$ cat config.mk
export PLATFORM = sky130hd
export DESIGN_NAME = trace_capture_flat
export DESIGN_NICKNAME = d
export VERILOG_FILES = /design/src/rtl/trace_capture_if.sv /design/src/rtl/trace_capture.sv /design/src/flat_wrapper.sv
export SDC_FILE = /design/constraint.sdc
export NUM_CORES = 2
export LEC_CHECK = 0
export BUFFER_PORTS_ARGS = -buffer_cell sky130_fd_sc_hd__buf_4
export CAP_MARGIN = 20
export CORE_MARGIN = 2
export CORE_UTILIZATION = 55
export CTS_BUF_LIST = sky130_fd_sc_hd__clkbuf_2
export CTS_CLUSTER_SIZE = 12
export DETAILED_ROUTE_END_ITERATION = 10
export GPL_TIMING_DRIVEN = 0
export HOLD_SLACK_MARGIN = 0.02
export PLACE_DENSITY_LB_ADDON = 0.25
export RECOVER_POWER = 25
export SYNTH_ARGS = -nofsm -noshare
export SYNTH_HDL_FRONTEND = slang
export SYNTH_SLANG_ARGS = --single-unit
$ cat constraint.sdc
create_clock -name clk -period 14.35 [get_ports clk]
set_input_delay 1.435 -clock clk [delete_from_list [all_inputs] [get_ports clk]]
set_output_delay 1.435 -clock clk [all_outputs]
set_load 0.02 [all_outputs]
$ cat src/rtl/trace_capture_if.sv
// Retire-record input bus and drain word stream of the trace capture buffer.
// slave is the buffer's view; master is the core/consumer side.
interface trace_capture_if #(
  parameter int XLEN = 32
);
  logic            trc_valid;
  logic [XLEN-1:0] trc_pc;
  logic [31:0]     trc_inst;
  logic [4:0]      trc_wb_addr;
  logic [XLEN-1:0] trc_wb_data;
  logic            rd_valid;
  logic            rd_ready;
  logic [XLEN-1:0] rd_data;
  logic            rd_last;

  modport master (
    output trc_valid, trc_pc, trc_inst, trc_wb_addr, trc_wb_data, rd_ready,
    input  rd_valid, rd_data, rd_last
  );

  modport slave (
    input  trc_valid, trc_pc, trc_inst, trc_wb_addr, trc_wb_data, rd_ready,
    output rd_valid, rd_data, rd_last
  );
endinterface

$ cat src/rtl/trace_capture.sv
// On-chip retire-trace buffer: captures {pc, inst, wb_addr, wb_data} records until
// exit / pc trigger / cycle timeout, then drains them oldest-first as a word stream.
module trace_capture #(
  parameter int XLEN       = 32,
  parameter int DEPTH      = 16,
  parameter int MAX_CYCLES = 13312
) (
  input  logic                     clk,
  input  logic                     rst,
  input  logic                     arm,
  input  logic                     mode,
  trace_capture_if.slave           tif,
  input  logic                     exit,
  input  logic                     trig_en,
  input  logic [XLEN-1:0]          trig_pc,
  output logic [$clog2(DEPTH):0]   count,
  output logic                     overflow,
  output logic                     timeout,
  output logic [1:0]               state
);

  localparam int AW = $clog2(DEPTH);
  localparam int CW = (MAX_CYCLES > 1) ? $clog2(MAX_CYCLES) : 1;
  localparam logic [AW:0]   CNT_ONE  = (AW + 1)'(1);
  localparam logic [AW:0]   CNT_FULL = (AW + 1)'(DEPTH);
  localparam logic [AW-1:0] PTR_ONE  = AW'(1);
  localparam logic [CW-1:0] CYC_ONE  = CW'(1);
  localparam logic [CW-1:0] CYC_LAST = CW'((MAX_CYCLES > 0) ? MAX_CYCLES - 1 : 0);

  typedef enum logic [1:0] {
    ST_IDLE    = 2'd0,
    ST_CAPTURE = 2'd1,
    ST_DRAIN   = 2'd2,
    ST_DONE    = 2'd3
  } state_t;

  logic [XLEN-1:0] mem_pc_r  [DEPTH];
  logic [31:0]     mem_inst_r[DEPTH];
  logic [4:0]      mem_wba_r [DEPTH];
  logic [XLEN-1:0] mem_wbd_r [DEPTH];

  state_t          state_r, state_nxt_s;
  logic [AW-1:0]   wr_ptr_r, wr_ptr_nxt_s, rd_ptr_r, rd_ptr_nxt_s, rd_ptr_inc_s;
  logic [AW:0]     count_r, count_nxt_s, ent_r, ent_nxt_s;
  logic [1:0]      word_idx_r, word_idx_nxt_s;
  logic [CW-1:0]   cyc_r, cyc_nxt_s;
  logic            overflow_r, overflow_nxt_s, timeout_r, timeout_nxt_s;
  logic            rd_valid_r, rd_valid_nxt_s, rd_last_r, rd_last_nxt_s;
  logic [XLEN-1:0] rd_data_r, rd_data_nxt_s;
  logic            wr_en_s, full_s, drop_s, trig_hit_s, tmo_s, stop_s;

  function automatic logic [XLEN-1:0] word_sel(
    input logic [XLEN-1:0] pc,
    input logic [31:0]     inst,
    input logic [4:0]      wba,
    input logic [XLEN-1:0] wbd,
    input logic [1:0]      idx
  );
    case (idx)
      2'd0:    word_sel = pc;
      2'd1:    word_sel = XLEN'(inst);
      2'd2:    word_sel = XLEN'(wba);
      default: word_sel = wbd;
    endcase
  endfunction

  assign full_s       = (count_r == CNT_FULL);
  assign drop_s       = tif.trc_valid && full_s && !mode;
  assign trig_hit_s   = trig_en && tif.trc_valid && (tif.trc_pc == trig_pc);
  assign tmo_s        = (MAX_CYCLES != 0) && (cyc_r == CYC_LAST);
  assign stop_s       = exit || trig_hit_s || tmo_s || drop_s;
  assign rd_ptr_inc_s = rd_ptr_r + PTR_ONE;

  // Next-state and next-output logic for the capture/drain FSM.
  always_comb begin
    state_nxt_s    = state_r;
    wr_ptr_nxt_s   = wr_ptr_r;
    rd_ptr_nxt_s   = rd_ptr_r;
    count_nxt_s    = count_r;
    ent_nxt_s      = ent_r;
    word_idx_nxt_s = word_idx_r;
    cyc_nxt_s      = cyc_r;
    overflow_nxt_s = overflow_r;
    timeout_nxt_s  = timeout_r;
    rd_valid_nxt_s = rd_valid_r;
    rd_last_nxt_s  = rd_last_r;
    rd_data_nxt_s  = rd_data_r;
    wr_en_s        = 1'b0;
    case (state_r)
      ST_IDLE, ST_DONE: begin
        if (arm) begin
          state_nxt_s    = ST_CAPTURE;
          wr_ptr_nxt_s   = {AW{1'b0}};
          count_nxt_s    = {(AW + 1){1'b0}};
          overflow_nxt_s = 1'b0;
          timeout_nxt_s  = 1'b0;
          cyc_nxt_s      = {CW{1'b0}};
        end else begin
          state_nxt_s = state_r;
        end
      end
      ST_CAPTURE: begin
        cyc_nxt_s = cyc_r + CYC_ONE;
        if (tif.trc_valid && (!full_s || mode)) begin
          wr_en_s        = 1'b1;
          wr_ptr_nxt_s   = wr_ptr_r + PTR_ONE;
          count_nxt_s    = full_s ? count_r : count_r + CNT_ONE;
          overflow_nxt_s = overflow_r | full_s;
        end else if (drop_s) begin
          overflow_nxt_s = 1'b1;
        end else begin
          wr_en_s = 1'b0;
        end
        if (tmo_s) begin
          timeout_nxt_s = 1'b1;
        end else begin
          timeout_nxt_s = timeout_r;
        end
        if (stop_s && (count_nxt_s == {(AW + 1){1'b0}})) begin
          state_nxt_s = ST_DONE;
        end else if (stop_s) begin
          state_nxt_s    = ST_DRAIN;
          rd_ptr_nxt_s   = (count_nxt_s == CNT_FULL) ? wr_ptr_nxt_s : {AW{1'b0}};
          word_idx_nxt_s = 2'd0;
          ent_nxt_s      = {(AW + 1){1'b0}};
          rd_valid_nxt_s = 1'b1;
          rd_last_nxt_s  = 1'b0;
          // The record written in the stop cycle is not in the array yet.
          rd_data_nxt_s  = (wr_en_s && (wr_ptr_r == rd_ptr_nxt_s)) ? tif.trc_pc
                                                                   : mem_pc_r[rd_ptr_nxt_s];
        end else begin
          state_nxt_s = ST_CAPTURE;
        end
      end
      ST_DRAIN: begin
        if (rd_valid_r && tif.rd_ready && rd_last_r) begin
          state_nxt_s    = ST_DONE;
          rd_valid_nxt_s = 1'b0;
          rd_last_nxt_s  = 1'b0;
        end else if (rd_valid_r && tif.rd_ready && (word_idx_r == 2'd3)) begin
          rd_ptr_nxt_s   = rd_ptr_inc_s;
          word_idx_nxt_s = 2'd0;
          ent_nxt_s      = ent_r + CNT_ONE;
          rd_data_nxt_s  = mem_pc_r[rd_ptr_inc_s];
          rd_last_nxt_s  = 1'b0;
        end else if (rd_valid_r && tif.rd_ready) begin
          word_idx_nxt_s = word_idx_r + 2'd1;
          rd_data_nxt_s  = word_sel(mem_pc_r[rd_ptr_r], mem_inst_r[rd_ptr_r],
                                    mem_wba_r[rd_ptr_r], mem_wbd_r[rd_ptr_r],
                                    word_idx_r + 2'd1);
          rd_last_nxt_s  = (word_idx_r == 2'd2) && ((ent_r + CNT_ONE) == count_r);
        end else begin
          rd_data_nxt_s = rd_data_r;
        end
      end
      default: begin
        state_nxt_s = ST_IDLE;
      end
    endcase
  end

  // State and control register update.
  always_ff @(posedge clk) begin
    if (rst) begin
      state_r    <= ST_IDLE;
      wr_ptr_r   <= {AW{1'b0}};
      rd_ptr_r   <= {AW{1'b0}};
      count_r    <= {(AW + 1){1'b0}};
      ent_r      <= {(AW + 1){1'b0}};
      word_idx_r <= 2'd0;
      cyc_r      <= {CW{1'b0}};
      overflow_r <= 1'b0;
      timeout_r  <= 1'b0;
      rd_valid_r <= 1'b0;
      rd_last_r  <= 1'b0;
      rd_data_r  <= {XLEN{1'b0}};
    end else begin
      state_r    <= state_nxt_s;
      wr_ptr_r   <= wr_ptr_nxt_s;
      rd_ptr_r   <= rd_ptr_nxt_s;
      count_r    <= count_nxt_s;
      ent_r      <= ent_nxt_s;
      word_idx_r <= word_idx_nxt_s;
      cyc_r      <= cyc_nxt_s;
      overflow_r <= overflow_nxt_s;
      timeout_r  <= timeout_nxt_s;
      rd_valid_r <= rd_valid_nxt_s;
      rd_last_r  <= rd_last_nxt_s;
      rd_data_r  <= rd_data_nxt_s;
    end
  end

  // Record storage; contents survive reset.
  always_ff @(posedge clk) begin
    if (wr_en_s && !rst) begin
      mem_pc_r[wr_ptr_r]   <= tif.trc_pc;
      mem_inst_r[wr_ptr_r] <= tif.trc_inst;
      mem_wba_r[wr_ptr_r]  <= tif.trc_wb_addr;
      mem_wbd_r[wr_ptr_r]  <= tif.trc_wb_data;
    end
  end

  assign tif.rd_valid = rd_valid_r;
  assign tif.rd_data  = rd_data_r;
  assign tif.rd_last  = rd_last_r;
  assign count        = count_r;
  assign overflow     = overflow_r;
  assign timeout      = timeout_r;
  assign state        = state_r;

endmodule

$ cat src/flat_wrapper.sv
// flat-port wrapper written by rule: the top's interface ports become plain ports
module trace_capture_flat 
#(
  parameter int XLEN       = 32,
  parameter int DEPTH      = 16,
  parameter int MAX_CYCLES = 13312
)
  (clk, rst, arm, mode, exit, trig_en, trig_pc, count, overflow, timeout, state, tif_trc_valid, tif_trc_pc, tif_trc_inst, tif_trc_wb_addr, tif_trc_wb_data, tif_rd_ready, tif_rd_valid, tif_rd_data, tif_rd_last);
  trace_capture_if #(.XLEN(XLEN)) tif_i ();
  input  logic clk;
  input  logic rst;
  input  logic arm;
  input  logic mode;
  input  logic exit;
  input  logic trig_en;
  input  logic [XLEN-1:0] trig_pc;
  output logic [$clog2(DEPTH):0] count;
  output logic overflow;
  output logic timeout;
  output logic [1:0] state;
  input wire logic [$bits(tif_i.trc_valid)-1:0] tif_trc_valid;
  input wire logic [$bits(tif_i.trc_pc)-1:0] tif_trc_pc;
  input wire logic [$bits(tif_i.trc_inst)-1:0] tif_trc_inst;
  input wire logic [$bits(tif_i.trc_wb_addr)-1:0] tif_trc_wb_addr;
  input wire logic [$bits(tif_i.trc_wb_data)-1:0] tif_trc_wb_data;
  input wire logic [$bits(tif_i.rd_ready)-1:0] tif_rd_ready;
  output wire logic [$bits(tif_i.rd_valid)-1:0] tif_rd_valid;
  output wire logic [$bits(tif_i.rd_data)-1:0] tif_rd_data;
  output wire logic [$bits(tif_i.rd_last)-1:0] tif_rd_last;
  assign tif_i.trc_valid = tif_trc_valid;
  assign tif_i.trc_pc = tif_trc_pc;
  assign tif_i.trc_inst = tif_trc_inst;
  assign tif_i.trc_wb_addr = tif_trc_wb_addr;
  assign tif_i.trc_wb_data = tif_trc_wb_data;
  assign tif_i.rd_ready = tif_rd_ready;
  assign tif_rd_valid = tif_i.rd_valid;
  assign tif_rd_data = tif_i.rd_data;
  assign tif_rd_last = tif_i.rd_last;
  trace_capture #(.XLEN(XLEN), .DEPTH(DEPTH), .MAX_CYCLES(MAX_CYCLES)) u_core (.clk(clk), .rst(rst), .arm(arm), .mode(mode), .tif(tif_i), .exit(exit), .trig_en(trig_en), .trig_pc(trig_pc), .count(count), .overflow(overflow), .timeout(timeout), .state(state));
endmodule
## Word-level counts from Yosys, hierarchy flattened

Memories as Yosys holds them, arrays and structs flattened. A register that Yosys moved wholly into a read port is not among the register bits.
Cells that the tools add are included.

- Memories: 4
- Input bits: 141
- Bits in registers: 72
- Output and inout port bits: 43
- Bits in writable memories: 1616

- $add $sub $neg: 6
- Reduce and logical (&&, ||, !) cells: 33
- Bitwise gates (word level): 1
- Mux-type cells: 70
- Equal/unequal tests: 23

Memory list:

| memory | words | bits a word | rd ports | clocked after memory_dff | wr ports | RTL line | source |
|---|---|---|---|---|---|---|---|
| u_core.mem_inst_r | 16 | 32 | 1 | 1 | 1 | trace_capture.sv:38 | `logic [31:0] mem_inst_r[DEPTH];` |
| u_core.mem_pc_r | 16 | 32 | 3 | 1 | 1 | trace_capture.sv:37 | `logic [XLEN-1:0] mem_pc_r [DEPTH];` |
| u_core.mem_wbd_r | 16 | 32 | 1 | 1 | 1 | trace_capture.sv:40 | `logic [XLEN-1:0] mem_wbd_r [DEPTH];` |
| u_core.mem_wba_r | 16 | 5 | 1 | 1 | 1 | trace_capture.sv:39 | `logic [4:0] mem_wba_r [DEPTH];` |

Operators by type and width:

| cell | number |
|---|---|
| 2-to-1 mux 32 bit | 6 |
| one-hot mux 32 bit (3 select lines) | 1 |
| 2-to-1 mux 4 bit | 16 |
| one-hot mux 32 bit (2 select lines) | 1 |
| 2-to-1 mux 5 bit | 8 |
| == test 32 bit | 1 |
| one-hot mux 14 bit (2 select lines) | 1 |
| one-hot mux 5 bit (2 select lines) | 2 |
| 2-to-1 mux 2 bit | 9 |
| 2-to-1 mux 1 bit | 17 |
| one-hot mux 4 bit (2 select lines) | 2 |
| adder 14 x 1 -> 14 bit, second input constant | 1 |
| == test 14 bit, second input constant | 1 |
| 2-to-1 mux 14 bit | 1 |
| logical AND 1 bit | 12 |
| adder 5 x 1 -> 5 bit, second input constant | 2 |
| == test 2 bit, second input constant | 5 |
| == test 5 bit, second input constant | 2 |
| AND reduction 5 bit | 2 |
| adder 4 x 1 -> 4 bit, second input constant | 2 |
| inequality test 2 x 1 -> 1 bit, second input constant | 4 |
| one-hot mux 1 bit (2 select lines) | 4 |
| AND reduction 4 bit | 2 |
| inequality test 2 bit, second input constant | 3 |
| other kinds (17) | 28 |

## Depth between registers and ports, before layout

- Word-level depth: 14
- Mapped depth: 16

## Worst setup path before layout

Ideal clock, no wire load.

- Path type: input port to flip-flop
- From: in tif_trc_valid
- To: mem u_core.mem_inst_r[0][0], enable pin
- Data required time: 13.879 ns
- Arrival time: 4.868 ns
- Cell stages on the path: 6
- Buffers on the path: 2
- Slack: 9.011 ns
- Path through: buf_2 buf_2 o21ai_1 nor3_1 nor3b_1 and2_1

- Cells in the longest elaborated chain, start to end: 7

RTL lines:

| what | RTL line | source |
|---|---|---|
| start, declared | flat_wrapper.sv:21 | `input wire logic [$bits(tif_i.trc_valid)-1:0] tif_trc_valid;` |
| logical AND 1 bit | trace_capture.sv:104 | `if (tif.trc_valid && (!full_s \|\| mode)) begin` |
| 2-to-1 mux 1 bit | trace_capture.sv:104 |  |
| 2-to-1 mux 1 bit (2 in a row) | trace_capture.sv:89 | `case (state_r)` |
| logical AND 1 bit | trace_capture.sv:195 | `if (wr_en_s && !rst) begin` |
| 2-to-1 mux 1 bit | trace_capture.sv:195 |  |
| 2-to-1 mux 1 bit (not written as such) | trace_capture.sv:197 | `mem_inst_r[wr_ptr_r] <= tif.trc_inst;` |
| end, declared | trace_capture.sv:38 |  |

No other way between the ends. The select of a mux whose other input is x is not followed.

==> metrics.txt <==
Setup crit end kind flip-flop; wire per inst 35.8 um; Worst Hold Slack 0.125 ns; final worst path period share 38.1%; cts repair resizes 0; initial antenna violation count 28; Synth area leader edfxtp_1; Cell Chain, Critical Path buf_2 > buf_2 > nor2b_1 > clkbuf_1 > clkbuf_1 > buf_1 > a22oi_1 > nand3_1 > nand3_1 > nor3_1 > nor2_1 > a21oi_1 > a311oi_1; fmax 0.183 GHz; Vias 51,994; clk sinks 1,692; vias in the first global route 50,397; Synth top area share 65.1%; CP arrival 7.16 ns; fin crit period 5.47 ns; max_slew headroom 15.4%; H-tree depth 5; startpoint type of the worst setup path flip-flop; Core Util, Final 62.1%; Synthesized Nets 4,694; Initial Util 55.3%; DRT Wirelength 265,000 um; Congestion Overflow GR 0; mux cell area share after synthesis 16.8%; cts bufs inserted 425; RePlAce Congestion 1.03; Post-DRT Antenna Nets 0; critical path's slowest cell clkbuf_1; gr usage total 38.1%; largest vdd supply drop 0.0702 mV; Pwr per Cell Area 132 mW/mm2; Fin. Hold Viols 0; Seq/Total Area, Yosys 67.1%; Req. time, crit path 16.04 ns; Max clock buf depth 4; Netlist Area Pre-Place 0.0746 mm2; Die ar. 0.139 mm2; Mapped Cells 4,537; synth warn 0; initial DRC count 9,464; area of the multi-input gates 0.0230 mm2; max cap viols 0; FF/Latch Area 0.0500 mm2; Synth area leaders edfxtp_1 65%, mux4_2 11%, mux2i_1 5.3%, dfxtp_1 2.0%, a22oi_1 1.6%; largest family of logic cells by synthesized area multiplexers; Final TNS setup 0 ns; Clock Skew 0.242 ns; root buffer cell clkbuf_2; Synth async-reset ratio 0%; FP Rows 135; DRT Pass-1 Iters 9; Worst-Margin Slew 1.26 ns; DP Wirelength 176,000 um; post-synthesis xor/xnor area fraction 0.634%; critical path class reg -> reg; compound-cell area share of the yosys netlist 7.75%; layout cell share with drive strength beyond 1 24.3%; clock-pin slew on the worst setup and hold paths 0.10 ns; DRC Markers 0; clock tree from TritonCTS yes; outcome completed; Nets 5,458; crit path max fanout 10; first-pass GRT wire length 366,000 um; fill count 10,100; Core Box Area 0.135 mm2; Post-CTS Setup Inserts 0; Syn-to-layout area delta 12.4%; largest net degree at the start of global routing 49; delay-heaviest family, CP buffers and inverters; #FFs+latches synth 1,692; die height 372 um; Post-synth EDFFs 1,616; Final Max Tran Viols 0; Ports 184; P_leak 26.9 nW; average size of a mapped cell 16.4 um2; DR vias/cell 7.03; Synth Flop Type edfxtp_1; Final Setup Violations 0; WP buf/inv 5; adder-cell share of the synthesized area 0.268%; Post-Synth Simple-Gate Area 5.32%; die span in x 372 um; RSZ-0062 raised after global routing false; IO buf count 182; later-pin clock latency in the skew report 1.97 ns; Hold Path Class in -> reg; post-synthesis cell type count 83; crit-path max cell delay 0.92 ns
## kinds of logic after synthesis
kind of cell | Yosys count
flops | 1692
simple gates | 832
compound gates | 808
mux | 779
buf+inv | 356
xor+xnor | 54
fa+ha+maj | 16
## what timing repair did
item / 4_1_cts / 5_1_grt
hold buffers: 102 / 0
hold endpoints to repair: 1619 / 0
setup endpoints to repair: 0 / 0
## metrics by stage
step	std cells	power, mW	cell area, um2	worst slack, ns
5_1_grt	7395	11.4	83800	9.03
3_5_place_dp	6551	7.88	79400	8.83
2_1_floorplan	4537	6.92	74600	9.01
3_3_place_gp	6500	7.84	78200	5.07
6_report	7400	11.1	83800	8.88
4_1_cts	7384	11.0	84000	9.34
## final cells by class
class	instances	area share, %
well taps	1781	2.66
repair buffers	337	3.95
clock inverters	116	0.640
diodes	14	0.0418
plain buffers	331	1.74
flip-flops and latches	1692	59.7
clock buffers	615	3.67
multi-input cells	2489	27.5
inverters	25	0.112
## Yosys cell counts (all sizes together) (6+ instances only)
| cell | count |
|---|---|
| nand2b | 9 |
| nand2 | 311 |
| or3 | 6 |
| mux2i | 393 |
| inv | 25 |
| dfxtp | 76 |
| o221a | 6 |
| a32o | 8 |
| nand3 | 153 |
| o21ai | 139 |
| nor2b | 20 |
| a21oi | 104 |
| clkbuf | 165 |
| a21o | 26 |
| nor2 | 129 |
| o22ai | 35 |
| and2 | 25 |
| a311oi | 12 |
| nor3 | 25 |
| ha | 16 |
| buf | 166 |
| o211ai | 33 |
| xnor2 | 8 |
| and3 | 59 |
| a211oi | 53 |
| o221ai | 7 |
| nand4 | 63 |
| edfxtp | 1616 |
| a32oi | 50 |
| mux2 | 7 |
| o2111ai | 30 |
| a31oi | 23 |
| and4 | 6 |
| mux4 | 379 |
| nor4 | 10 |
| xor2 | 46 |
| a22oi | 163 |
| a221oi | 75 |
## power breakdown
| group | switching, mW | internal (mW) |
|---|---|---|
| Clock | 1.97 | 1.19 |
| Combinational | 1.53 | 0.879 |
| Sequential | 0.0377 | 5.44 |
## worst register-to-register path: stages, from the launching register on
cell      delay [ns]
dfxtp_1         0.31
buf_2           0.24
buf_2           0.53
nor2b_1         0.21
clkbuf_1        0.79
clkbuf_1        0.93
buf_1           0.84
a22oi_1         0.22
nand3_1         0.24
nand3_1         0.13
nor3_1          0.55
nor2_1          0.12
a21oi_1         0.15
a311oi_1        0.10
## cell usage in the layout (no fill, tap or decap), drive strengths merged, types with 63 or more instances in the layout
master and n:
nand3 153, dlygate4sd3 102, edfxtp 1616, clkbuf 849, mux2i 393, a21oi 104, nor2 129, buf 332
nand2 311, nand4 63, dfxtp 76, o21ai 139, clkinv 110, mux4 379, a221oi 75, a22oi 163
## layer usage
metal,share of wire [%],vias to the layer above,global-route usage (%)
li1,-,20497,-
met1,34,25718,49.0
met2,44,4650,56.3
met3,15,1097,13.4
met4,6.6,32,22.6
met5,0.075,-,0
## flip-flops by register name, indices dropped and copies added (netlist names), named ones only
register	flops
u_core.cyc_r	14
u_core.tif.rd_last	1
u_core.count	5
u_core.tif.rd_data	32
u_core.ent_r	5
u_core.mem_wba_r	80
u_core.timeout	1
u_core.word_idx_r	2
u_core.state	2
u_core.tif.rd_valid	1
u_core.wr_ptr_r	4
u_core.mem_inst_r	512
u_core.rd_ptr_r	4
u_core.mem_wbd_r	512
u_core.overflow	1
u_core.mem_pc_r	512
## path summary, 6_finish.rpt
path / cells after the start / slack (ns) / to / start
setup / recovery: 13 / 8.88 / u_core.tif.rd_data[12] / flip-flop
hold / removal: 5 / 0.12 / u_core.tif.rd_last / tif_rd_ready
setup reg to reg: 13 / 8.88 / u_core.tif.rd_data[12] / flip-flop
hold reg to reg: 2 / 0.50 / u_core.timeout / u_core.timeout
Note: power is estimated with default switching activity, not from simulation.
